<file path="src/rtl/mem_arbiter.sv">
// Arbiter sharing one single-port memory between instruction fetch (I) and load/store (D).
// Optional ack watchdog enabled by defining ARB_TIMEOUT_EN.
module mem_arbiter #(
    parameter int AW         = 32,
    parameter int DW         = 32,
    parameter int STARVE_MAX = 4
`ifdef ARB_TIMEOUT_EN
    ,
    parameter int TIMEOUT    = 64
`endif
) (
    input  logic            clk,
    input  logic            reset,
    input  logic            i_req,
    input  logic [AW-1:0]   i_addr,
    output logic            i_done,
    output logic [DW-1:0]   i_rdata,
    input  logic            d_req,
    input  logic            d_we,
    input  logic [AW-1:0]   d_addr,
    input  logic [DW-1:0]   d_wdata,
    input  logic [DW/8-1:0] d_wstrb,
    output logic            d_done,
    output logic [DW-1:0]   d_rdata,
    output logic            m_req,
    output logic            m_we,
    output logic [AW-1:0]   m_addr,
    output logic [DW-1:0]   m_wdata,
    output logic [DW/8-1:0] m_wstrb,
    input  logic            m_ack,
    input  logic [DW-1:0]   m_rdata,
    output logic            busy,
    output logic            owner,
    output logic            err
);

    localparam int SW = $clog2(STARVE_MAX + 1);

    typedef enum logic [1:0] {IDLE, BUSY, RESP} state_t;

    state_t            state_q, state_d;
    logic              owner_q, owner_d;
    logic              we_q, we_d;
    logic [AW-1:0]     addr_q, addr_d;
    logic [DW-1:0]     wdata_q, wdata_d;
    logic [DW/8-1:0]   wstrb_q, wstrb_d;
    logic [DW-1:0]     rdata_q, rdata_d;
    logic [SW-1:0]     starve_q, starve_d;
    logic              grant_i, grant_d;
    logic              timed_out;

`ifdef ARB_TIMEOUT_EN
    localparam int TW = $clog2(TIMEOUT + 1);
    logic [TW-1:0]     wdog_q, wdog_d;
    logic              err_q, err_d;

    assign timed_out = (state_q == BUSY) && !m_ack && (wdog_q == TW'(TIMEOUT - 1));
`else
    assign timed_out = 1'b0;
`endif

    // D wins ties unless I has already lost STARVE_MAX grants in a row.
    assign grant_i = i_req && (!d_req || (starve_q == SW'(STARVE_MAX)));
    assign grant_d = d_req && !grant_i;

    always_ff @(posedge clk) begin
        if (reset) begin
            state_q <= IDLE;
        end else begin
            state_q <= state_d;
        end
    end

    always_comb begin
        state_d = state_q;
        case (state_q)
            IDLE:    if (i_req || d_req) state_d = BUSY;
            BUSY:    if (m_ack || timed_out) state_d = RESP;
            RESP:    state_d = IDLE;
            default: state_d = IDLE;
        endcase
    end

    always_comb begin
        owner_d  = owner_q;
        we_d     = we_q;
        addr_d   = addr_q;
        wdata_d  = wdata_q;
        wstrb_d  = wstrb_q;
        rdata_d  = rdata_q;
        starve_d = starve_q;
`ifdef ARB_TIMEOUT_EN
        wdog_d   = wdog_q;
        err_d    = err_q;
`endif
        case (state_q)
            IDLE: begin
                if (grant_i) begin
                    owner_d  = 1'b0;
                    we_d     = 1'b0;
                    addr_d   = i_addr;
                    wdata_d  = '0;
                    wstrb_d  = '0;
                    starve_d = '0;
                end else if (grant_d) begin
                    owner_d  = 1'b1;
                    we_d     = d_we;
                    addr_d   = d_addr;
                    wdata_d  = d_wdata;
                    wstrb_d  = d_we ? d_wstrb : '0;
                    if (i_req && (starve_q != SW'(STARVE_MAX))) begin
                        starve_d = starve_q + SW'(1);
                    end
                end
                if (!i_req) begin
                    starve_d = '0;
                end
`ifdef ARB_TIMEOUT_EN
                wdog_d = '0;
`endif
            end
            BUSY: begin
                if (m_ack) begin
                    rdata_d = m_rdata;
                end
`ifdef ARB_TIMEOUT_EN
                else if (timed_out) begin
                    rdata_d = '0;
                    err_d   = 1'b1;
                end else begin
                    wdog_d = wdog_q + TW'(1);
                end
`endif
            end
            default: ;
        endcase
    end

    always_ff @(posedge clk) begin
        if (reset) begin
            owner_q  <= 1'b0;
            we_q     <= 1'b0;
            addr_q   <= '0;
            wdata_q  <= '0;
            wstrb_q  <= '0;
            rdata_q  <= '0;
            starve_q <= '0;
`ifdef ARB_TIMEOUT_EN
            wdog_q   <= '0;
            err_q    <= 1'b0;
`endif
        end else begin
            owner_q  <= owner_d;
            we_q     <= we_d;
            addr_q   <= addr_d;
            wdata_q  <= wdata_d;
            wstrb_q  <= wstrb_d;
            rdata_q  <= rdata_d;
            starve_q <= starve_d;
`ifdef ARB_TIMEOUT_EN
            wdog_q   <= wdog_d;
            err_q    <= err_d;
`endif
        end
    end

    // Outputs depend only on registered state; the non-owner side always reads zero.
    always_comb begin
        m_req   = (state_q == BUSY);
        m_we    = we_q;
        m_addr  = addr_q;
        m_wdata = wdata_q;
        m_wstrb = wstrb_q;
        busy    = (state_q != IDLE);
        owner   = owner_q;
        i_done  = (state_q == RESP) && !owner_q;
        d_done  = (state_q == RESP) && owner_q;
        i_rdata = i_done ? rdata_q : '0;
        d_rdata = (d_done && !we_q) ? rdata_q : '0;
`ifdef ARB_TIMEOUT_EN
        err     = err_q;
`else
        err     = 1'b0;
`endif
    end

endmodule

</file>
<file path="config.mk">
export PLATFORM = sky130hd
export DESIGN_NAME = mem_arbiter
export DESIGN_NICKNAME = d
export VERILOG_FILES = /design/src/rtl/mem_arbiter.sv
export SDC_FILE = /design/constraint.sdc
export NUM_CORES = 1
export LEC_CHECK = 0
export CORE_MARGIN = 2
export CORE_UTILIZATION = 40
export CTS_CLUSTER_SIZE = 20
export DETAILED_ROUTE_END_ITERATION = 16
export PLACE_DENSITY = 0.89
export SLEW_MARGIN = 20
export SYNTH_ARGS = -nofsm -noshare
export SYNTH_HDL_FRONTEND = slang
export SYNTH_SLANG_ARGS = --single-unit
</file>
<file path="constraint.sdc">
create_clock -name clk -period 2.7 [get_ports clk]
set_input_delay 0.54 -clock clk [delete_from_list [all_inputs] [get_ports clk]]
set_output_delay 0.54 -clock clk [all_outputs]
set_load 0.05 [all_outputs]
</file>
==> results by group <==
Detailed routing
  – ANT nets after route: 0
  – Drt first pass iters: 5
  – Post-Route WL: 18.2 mm
  – DR iter-0 viols: 511
  – Vias: 5874
  – Post-route DRC: 0
  – Avg WL per Cell: 17.7 um
  – Via-per-instance ratio: 5.72

Floorplan
  – Die area: 0.0137 mm^2
  – Placeable Area: 0.0126 mm^2
  – I/O pin total: 277
  – Die Ht: 117 um
  – Effective utilization at floorplan: 40.7%
  – Chip Width: 117 um
  – Num rows: 41

Synth
  – Post-synth EDFFs: 0
  – Syn nets: 764
  – Avg Cell Area, Syn: 8.20 um^2
  – Post-synthesis sequential area ratio: 41.9%
  – FFs w/ async S/R, synth: 0%
  – Post-Syn Instances: 624
  – Yosys reg bits: 107
  – Synth Warn #: 0
  – Dominant synthesized flop cell: dfxtp_1
  – Mapped cell area: 0.00512 mm^2
  – Count of different cell masters after synthesis: 35

Clocking
  – Postcts setup bufs: 0
  – H-tree Lvls: 3
  – Clock Sinks: 107
  – Root Driver: clkbuf_16
  – CTS Buf Count: 9
  – Worst-path clk slew: 0.07 ns
  – Hold Buf Count CTS: 0
  – CTS resizes: 0
  – Clk_lat worst skew: 0.34 ns
  – Clk buf depth: 2
  – CTS tree: built

Cells and area
  – Share of layout cells above drive strength 1: 13.0%
  – # diodes: 0
  – Util after Layout: 70.2%
  – Area growth, synth to finish: 72.5%
  – Nets@finish: 991

Power and ir drop
  – Leak pwr: 3.08 nW
  – Max VDD drop: 0.000325 V
  – Power per Cell Area: 480 mW/mm^2

Worst hold path
  – Hold WC Path Type: flip-flop to flip-flop

STA
  – Max_slew headroom: 45.8%
  – Setup TNS: 0 ns
  – RSZ-0062 raised after global routing: no
  – Tightest Pin Transition: 0.812 ns
  – Hold Worst Slack: 0.462 ns
  – Period Utilization, post-route: 91.3%
  – Fmax: 0.406 GHz
  – Final min period: 2.46 ns
  – Clock skew: 0.00555 ns
  – Pins Over Slew Limit: 0
  – Setup violators final: 0
  – Final Hold Viols: 0

Setup path
  – Worst-path maximum fanout: 7
  – Crit path kind: flip-flop to output pin
  – Worst Path Buf+Inv: 1
  – Delay of the slowest critical-path stage: 0.86 ns
  – Worst path top cell family by delay: buffers and inverters
  – Critical path arrival: 1.92 ns
  – Critical Path RT: 2.16 ns
  – Worst Setup End Kind: output pin
  – Startpoint types: flip-flop
  – CP max stage cell: clkdlybuf4s50_1
  – Crit-path cells: nor2b_1, clkdlybuf4s50_1

Global route
  – Largest net degree at the start of global routing: 74
  – Gr ovfl total: 0
  – GRT Util Overall: 25.4%
  – Initial antenna violation count: 0
  – First-pass GRT wire length: 27.5 mm
  – Vias in the first global route: 5299

Job
  – Max_cap viols: 0

Placed design
  – Final Wtd Congestion: 0.812
  – I/O Buffers: 275
  – Final HPWL DP: 12.7 mm

Status
  – Run status: finished clean
## cell usage after synthesis (all sizes together), types with 3 or more instances
master / n / area share, %
dfxtp: 107 / 42
a21oi: 101 / 9.9
nand2: 68 / 5.0
and2: 64 / 7.8
nor4: 64 / 7.8
clkbuf: 44 / 3.3
buf: 36 / 4.1
o21ai: 34 / 3.3
o2111ai: 33 / 5.6
a2111oi: 32 / 5.6
inv: 9 / 0.66
nor2: 5 / 0.37
nand4b: 4 / 0.68
o32ai: 4 / 0.68
nor2b: 3 / 0.37
## layout make-up
cell class                      instances  area [um^2]
Fill cell                             928         3740
Timing Repair Buffer                  296         3570
Multi-Input combinational cell        428         2580
Sequential cell                       107         2140
Clock buffer                           13          270
Tap cell                              172          215
Inverter                                9         33.8
Clock inverter                          2         10.0
## per-stage QoR
| stage | cells | power [mW] | area (um^2) | setup slack (ns) |
|---|---|---|---|---|
| floorplan | 624 | 2.50 | 5120 | 0.00870 |
| global placement | 1012 | 2.98 | 8540 | 0.252 |
| detailed placement | 1012 | 3.00 | 8540 | 0.209 |
| CTS | 1027 | 4.25 | 8820 | 0.205 |
| global route | 1027 | 4.40 | 8820 | 0.129 |
| finish | 1027 | 4.24 | 8820 | 0.235 |
## cells by family after synthesis
logic type               after synthesis  share of synthesized area [%]
other                                  1                         0.0733
AO/OA/AOI/OAI                        209                           26.3
adder cells (fa/ha/maj)                2                          0.489
AND/OR/NAND/NOR                      216                           23.2
flip-flops                           107                           41.9
buffers and inverters                 89                           8.00
## worst min-delay path, stage by stage (launching register included)
cell     delay [ns]
dfxtp_1        0.32
nand2_1        0.05
a21oi_1        0.05
## sequential cells by signal, indices dropped and copies added, names as in the netlist
signal	cells
m_wstrb	4
rdata_q	32
m_addr	32
state_q	2
starve_q	3
m_wdata	32
m_we	1
owner	1
## placed cells by master, fill, tap and decap left out, types with 4 or more instances in the layout
cell             netlist  final
clkbuf_16              0      9
clkdlybuf4s50_1        0    208
nand4b_1               4      4
inv_1                  8      7
o2111ai_1             33     33
dfxtp_1              107    107
nor4_1                64     64
a2111oi_0             29     29
buf_12                 0     66
o32ai_1                4      4
buf_4                  5     22
and2_1                64     64
a21oi_1              101    101
nand2_1               68     68
o21ai_0               34     34
## report_power, final
part / internal, mW / total [mW] / switching (mW)
logic: 0.479 / 1.21 / 0.736
registers: 1.69 / 1.76 / 0.0688
clock network: 0.695 / 1.26 / 0.566
## final timing paths
check / depth (start not counted) / to / startpoint / slack (ns)
max: 2 / m_req / state_q[0]$_SDFFE_PP0P_ / 0.24
min: 2 / rdata_q[16]$_SDFFE_PP0P_ / rdata_q[16]$_SDFFE_PP0P_ / 0.46
max reg2reg: 5 / m_addr[4]$_SDFFE_PP0P_ / starve_q[0]$_SDFFE_PP0P_ / 0.82
min reg2reg: 2 / rdata_q[16]$_SDFFE_PP0P_ / rdata_q[16]$_SDFFE_PP0P_ / 0.46
## routing by layer
metal / share of wire (%) / GRT usage [%] / vias up
met2: 48 / 42.0 / 337
met5: 0 / 0 / -
met4: 4.1 / 12.7 / 0
met1: 40 / 31.3 / 2722
met3: 8.5 / 5.46 / 61
li1: - / - / 2754
(Power assumes the default switching activity.)
